### src/rtl/poly_horner_pkg.sv
// Shared types and defaults for the Horner polynomial evaluator.
package poly_horner_pkg;

   localparam int unsigned DEFAULT_WIDTH  = 16;
   localparam int unsigned DEFAULT_DEGREE = 2;

   // Controller state encoding
   typedef enum logic [1:0] {
      IDLE = 2'd0,
      MUL  = 2'd1,
      ADD  = 2'd2,
      DONE = 2'd3
   } stateT;

   // Shared ALU operation select
   typedef enum logic {
      OP_ADD = 1'b0,
      OP_MUL = 1'b1
   } aluOpT;

endpackage

### src/rtl/poly_horner_if.sv
// Request/result bundle between the operand source, the evaluator and the consumer.
interface poly_horner_if #(
   parameter int unsigned WIDTH  = poly_horner_pkg::DEFAULT_WIDTH,
   parameter int unsigned DEGREE = poly_horner_pkg::DEFAULT_DEGREE
);
   logic                          start;
   logic [WIDTH-1:0]              x;
   logic [(DEGREE+1)*WIDTH-1:0]   coef;
   logic                          busy;
   logic                          done;
   logic [WIDTH-1:0]              y;
   logic                          ovf;

   modport master (
      output start, x, coef,
      input  busy, done, y, ovf
   );

   modport slave (
      input  start, x, coef,
      output busy, done, y, ovf
   );
endinterface

### src/rtl/poly_horner_soma_multiplica_p.sv
// soma_multiplica_p: combinational add/multiply unit shared by every Horner step.
// Optional feature macro: POLY_HORNER_SATURATE_EN clamps overflowing results to all-ones;
// otherwise results wrap modulo 2^WIDTH. Overflow is flagged in both builds.
module soma_multiplica_p
   import poly_horner_pkg::*;
#(
   parameter int unsigned WIDTH = DEFAULT_WIDTH
) (
   input  logic [WIDTH-1:0] a,
   input  logic [WIDTH-1:0] b,
   input  aluOpT            op,
   output logic [WIDTH-1:0] result_c,
   output logic             overflow_c
);

   logic [2*WIDTH-1:0] product;
   logic [WIDTH:0]     sum;
   logic [WIDTH-1:0]   wrapped;

   // Full-width product/sum, then truncate (or clamp) and flag overflow
   always_comb begin
      product    = (2*WIDTH)'(a) * (2*WIDTH)'(b);
      sum        = (WIDTH+1)'(a) + (WIDTH+1)'(b);
      wrapped    = sum[WIDTH-1:0];
      overflow_c = sum[WIDTH];
      if (op == OP_MUL) begin
         wrapped    = product[WIDTH-1:0];
         overflow_c = |product[2*WIDTH-1:WIDTH];
      end
`ifdef POLY_HORNER_SATURATE_EN
      result_c = overflow_c ? {WIDTH{1'b1}} : wrapped;
`else
      result_c = wrapped;
`endif
   end

endmodule

### src/rtl/poly_horner.sv
// poly_horner: evaluates c_N*x^N + ... + c_0 by Horner's method, one MUL/ADD per cycle
// on a single shared unit. Feature macro POLY_HORNER_SATURATE_EN (in soma_multiplica_p)
// selects saturating instead of wrapping arithmetic.
module poly_horner
   import poly_horner_pkg::*;
#(
   parameter int unsigned WIDTH  = DEFAULT_WIDTH,
   parameter int unsigned DEGREE = DEFAULT_DEGREE
) (
   input  logic          clk,
   input  logic          rst,
   poly_horner_if.slave  bus
);

   localparam int unsigned IDXW = $clog2(DEGREE + 1);

   stateT                        state;
   logic [DEGREE:0][WIDTH-1:0]   coefReg;
   logic [WIDTH-1:0]             xReg;
   logic [WIDTH-1:0]             acc;
   logic [IDXW-1:0]              idx;
   logic                         ovfInt;
   logic [WIDTH-1:0]             yReg;
   logic                         ovfReg;
   logic                         busyReg;
   logic                         doneReg;

   aluOpT                        aluOp;
   logic [WIDTH-1:0]             aluB;
   logic [WIDTH-1:0]             aluResult;
   logic                         aluOvf;

   // Operand steering: multiply by captured x, or add the current coefficient
   assign aluOp = (state == MUL) ? OP_MUL : OP_ADD;
   assign aluB  = (state == MUL) ? xReg : coefReg[idx];

   soma_multiplica_p #(.WIDTH(WIDTH)) uAlu (
      .a          (acc),
      .b          (aluB),
      .op         (aluOp),
      .result_c   (aluResult),
      .overflow_c (aluOvf)
   );

   // Controller and datapath registers; busy/done follow the registered state
   always_ff @(posedge clk or posedge rst) begin
      if (rst) begin
         state   <= IDLE;
         coefReg <= '0;
         xReg    <= '0;
         acc     <= '0;
         idx     <= '0;
         ovfInt  <= 1'b0;
         yReg    <= '0;
         ovfReg  <= 1'b0;
         busyReg <= 1'b0;
         doneReg <= 1'b0;
      end else begin
         doneReg <= 1'b0;
         case (state)
            IDLE, DONE: begin
               if (bus.start) begin
                  coefReg <= bus.coef;
                  xReg    <= bus.x;
                  acc     <= bus.coef[DEGREE*WIDTH +: WIDTH];
                  idx     <= IDXW'(DEGREE - 1);
                  ovfInt  <= 1'b0;
                  busyReg <= 1'b1;
                  state   <= MUL;
               end else begin
                  busyReg <= 1'b0;
                  state   <= IDLE;
               end
            end
            MUL: begin
               acc    <= aluResult;
               ovfInt <= ovfInt | aluOvf;
               state  <= ADD;
            end
            ADD: begin
               acc    <= aluResult;
               ovfInt <= ovfInt | aluOvf;
               if (idx == '0) begin
                  yReg    <= aluResult;
                  ovfReg  <= ovfInt | aluOvf;
                  busyReg <= 1'b0;
                  doneReg <= 1'b1;
                  state   <= DONE;
               end else begin
                  idx   <= idx - IDXW'(1);
                  state <= MUL;
               end
            end
            default: begin
               busyReg <= 1'b0;
               state   <= IDLE;
            end
         endcase
      end
   end

   assign bus.busy = busyReg;
   assign bus.done = doneReg;
   assign bus.y    = yReg;
   assign bus.ovf  = ovfReg;

endmodule

### src/flat_wrapper.sv
// flat-port wrapper written by rule: the top's interface ports become plain ports
module poly_horner_flat import poly_horner_pkg::*;
#(
   parameter int unsigned WIDTH  = DEFAULT_WIDTH,
   parameter int unsigned DEGREE = DEFAULT_DEGREE
)
  (clk, rst, bus_start, bus_x, bus_coef, bus_busy, bus_done, bus_y, bus_ovf);
  poly_horner_if #(.WIDTH(WIDTH), .DEGREE(DEGREE)) bus_i ();
  input  logic clk;
  input  logic rst;
  input wire logic [$bits(bus_i.start)-1:0] bus_start;
  input wire logic [$bits(bus_i.x)-1:0] bus_x;
  input wire logic [$bits(bus_i.coef)-1:0] bus_coef;
  output wire logic [$bits(bus_i.busy)-1:0] bus_busy;
  output wire logic [$bits(bus_i.done)-1:0] bus_done;
  output wire logic [$bits(bus_i.y)-1:0] bus_y;
  output wire logic [$bits(bus_i.ovf)-1:0] bus_ovf;
  assign bus_i.start = bus_start;
  assign bus_i.x = bus_x;
  assign bus_i.coef = bus_coef;
  assign bus_busy = bus_i.busy;
  assign bus_done = bus_i.done;
  assign bus_y = bus_i.y;
  assign bus_ovf = bus_i.ovf;
  poly_horner #(.WIDTH(WIDTH), .DEGREE(DEGREE)) u_core (.clk(clk), .rst(rst), .bus(bus_i));
endmodule
### config.mk
export PLATFORM = sky130hd
export DESIGN_NAME = poly_horner_flat
export DESIGN_NICKNAME = d
export VERILOG_FILES = /design/src/rtl/poly_horner_pkg.sv /design/src/rtl/poly_horner_if.sv /design/src/rtl/poly_horner_soma_multiplica_p.sv /design/src/rtl/poly_horner.sv /design/src/flat_wrapper.sv
export SDC_FILE = /design/constraint.sdc
export NUM_CORES = 1
export LEC_CHECK = 0
export BUFFER_PORTS_ARGS = -buffer_cell sky130_fd_sc_hd__buf_2
export CAP_MARGIN = 40
export CORE_ASPECT_RATIO = 1.1
export CORE_MARGIN = 1
export CORE_UTILIZATION = 30
export CTS_BUF_LIST = sky130_fd_sc_hd__clkbuf_16
export CTS_CLUSTER_SIZE = 16
export DETAILED_ROUTE_END_ITERATION = 8
export HOLD_SLACK_MARGIN = 0.1
export RECOVER_POWER = 50
export SYNTH_ARGS = -nofsm -noshare
export SYNTH_HDL_FRONTEND = slang
export SYNTH_SLANG_ARGS = --single-unit
### constraint.sdc
create_clock -name clk -period 9.3 [get_ports clk]
set_input_delay 0.93 -clock clk [delete_from_list [all_inputs] [get_ports clk]]
set_output_delay 0.93 -clock clk [all_outputs]
set_load 0.05 [all_outputs]
==> results by group <==
Routing
  – Post-Route WL: ~38 mm
  – # DRC: 0
  – DR vias/cell: 4.98
  – Post-route ant nets: 0
  – WL per Instance: 17.7 µm
  – Vias after detailed routing: 10.6k
  – DR pass1 iterations: 5
  – Detailed Route Iter0 Violations: between 800 and 900

Layout
  – Layout area overhead: 9.91%
  – FILL cells: between 4k and 5k
  – Fraction of layout cells with a size suffix above 1: ~14%
  – Final nets: 1926

Synthesis
  – Synth top area cells: fa_1, dfrtp_1, ha_1
  – Post-synth EDFFs: 0
  – Post-synthesis area per instance: 9.44 µm²
  – Most instantiated library cell after synthesis: inv_1
  – Synthesized cell area: about 14000 µm²
  – Sequential share of the synthesized area: 18.5%
  – Yosys warning count: 0
  – Flops & latches, synth: 104
  – Post-synthesis cell count: 1488
  – Syn nets: 1873
  – Main synth FF type: dfrtp_1
  – Synth area leader: fa_1
  – Asr flop ratio synth: 100%
  – Synth top cells by count: inv_1, fa_1, nand2_1, ha_1, and2_1
  – Yosys top cell area share: 27.8%
  – Synth cell types: 62

Clock tree
  – Clock root buffer: clkbuf_16
  – CTS tree: built
  – # hold bufs at CTS: 0
  – CTS HTree Levels: 3
  – Worst-path clk slew: 0.08 ns
  – CTS max path bufs: 2
  – Cts repair resizes: 0
  – Worst-skew pair later-pin latency: 0.37 ns
  – Post-CTS Setup Repair Bufs: 0
  – # clock sinks: 104
  – Num CTS Buffers: 9

Floorplan
  – Starting Density: 30.6%
  – Row count: 82
  – Die H: 229 µm
  – Die footprint: 47700 µm²
  – Core Area: around 46000 µm²
  – Ports: 86
  – Die Wd: 208 µm

Setup path
  – Crit-path max FO: 40
  – CP Launch Type: flip-flop
  – WP data arrival: 8.35 ns
  – WP data required: 9.56 ns
  – Critical path endpoint category: flip-flop
  – Type of the worst setup path: reg -> reg

STA
  – Worst-margin pin slew: 2.97 ns
  – Slew Limit Fails: just under 90
  – Post-Route Setup TNS: 0 ns
  – Slack of the critical path: between 1 and 1.5 ns
  – Clk_skew: 0.0130 ns
  – Minimum clock period: roughly 8.1 ns
  – Setup repair after global routing missed its margin: false
  – Hold Fails Final Rpt: 0
  – Max Fclk: ~0.12 GHz
  – Ratio of final minimum period to clock period: 87.0%
  – Slew margin rel.: -98.0%
  – Setup violators final: 0

Global routing
  – Global route overflow: 0
  – Initial antenna violation count: 4
  – Pin count of the biggest net entering global routing: 67
  – First-pass GRT wire length: roughly 60 mm
  – Vias in the first global route: between 10k and 15k
  – Global Route Usage Sum: 16.2%

Outcome
  – Violated checks: capacitance limit, slew limit
  – Status: finished with violations

Flow run
  – Max-capacitance violation count: 2

Placed design
  – Worst slack, placed: 1.20 ns
  – DP HPWL: 30.3 mm
  – Port-buffer cells: 85
  – RD Place Congestion: 0.874

Min path
  – HP Class: reg -> reg
## placed cells by master (no fill, tap or decap), drive strengths merged, types with 11 or more instances in the layout
| cell type | count |
|---|---|
| nor2 | 37 |
| mux2i | 30 |
| dfrtp | 104 |
| mux2 | 87 |
| o21ai | 56 |
| a21oi | 53 |
| buf | 99 |
| a221oi | 16 |
| clkbuf | 20 |
| inv | 253 |
| nand2 | 184 |
| fa | 195 |
| and2 | 120 |
| xnor2 | 18 |
| ha | 123 |
| xor2 | 11 |
## critical path: stages, from the launching register on
cell and delay [ns]:
dfrtp_1 0.39, inv_1 0.06, ha_2 0.54, buf_4 0.50, a221oi_1 0.10, a21oi_1 0.14, buf_4 0.23, ha_1 0.20
inv_1 0.07, fa_1 0.54, inv_1 0.06, fa_1 0.53, inv_1 0.06, fa_1 0.56, fa_1 0.43, fa_1 0.45
fa_1 0.48, inv_1 0.04, ha_1 0.44, o2111ai_1 0.24, o221a_2 0.34, a2111oi_0 0.70, nor3_1 0.17, o21ai_0 0.21
nand3b_1 0.12, nor4_1 0.27, nor2_1 0.08
## cells by family after synthesis
group                    count (synthesis)  share of synthesized area, %
XOR/XNOR                                29                          1.81
flip-flops                             104                          18.5
adder cells (fa/ha/maj)                318                          38.7
AND/OR/NAND/NOR                        403                          14.0
AO/OA/AOI/OAI                          198                          9.22
buffers and inverters                  319                          8.53
multiplexers                           117                          9.11
## per-layer routing
| metal | GRT usage [%] | up-vias | part of all wire (%) |
|---|---|---|---|
| met4 | 4.98 | 4 | 2.0 |
| li1 | - | 4897 | - |
| met5 | 0 | - | 0.072 |
| met2 | 26.9 | 284 | 48 |
| met1 | 21.5 | 5400 | 45 |
| met3 | 2.54 | 52 | 5.0 |
## layout make-up
type / instances / area [µm²] / share of cell area [%]
sequential: 104 / 2600 / 16.9
clock buffer: 9 / 225 / 1.46
multi-input combinational: 1065 / 10200 / 66.4
timing repair buffer: 110 / 594 / 3.85
antenna: 1 / 2.50 / 0.0162
inverter: 251 / 943 / 6.11
clock inverter: 7 / 85.1 / 0.551
tap: 588 / 736 / 4.77
## state kept, by name (all words and copies together), names as in the netlist
name,cells
u_core.acc,16
u_core.bus.busy,1
u_core.bus.done,1
u_core.bus.ovf,1
u_core.bus.y,16
u_core.coefReg,48
u_core.idx,2
u_core.ovfInt,1
u_core.state,2
u_core.xReg,16
## worst paths after layout
path                                  from               to  slack [ns]  cells after the start
setup / recovery           u_core.state[1]    u_core.ovfInt        1.21                     26
hold / removal             u_core.bus.y[4]  u_core.bus.y[4]        0.49                      2
setup reg to reg           u_core.state[1]    u_core.ovfInt        1.21                     26
hold reg to reg            u_core.bus.y[4]  u_core.bus.y[4]        0.49                      2
max in group asynchronous              rst   u_core.xReg[3]        4.12                      4
min in group asynchronous              rst   u_core.acc[13]        0.90                      2
## stage by stage
step / utilization [%] / std cells / instance area [µm²] / hold slack [ns]
final: 33.7 / 2135 / 15400 / 0.488
after CTS: 33.7 / 2134 / 15500 / 0.491
after global placement: 33.0 / 2117 / 15100 / 0.462
after floorplan: - / 1488 / 14000 / 0.465
after detailed placement: 33.1 / 2118 / 15200 / 0.471
after global routing: 33.7 / 2134 / 15400 / 0.515
Power is not shown: default switching activity piles up to over one toggle a cycle in this logic, so the estimate is an artifact.
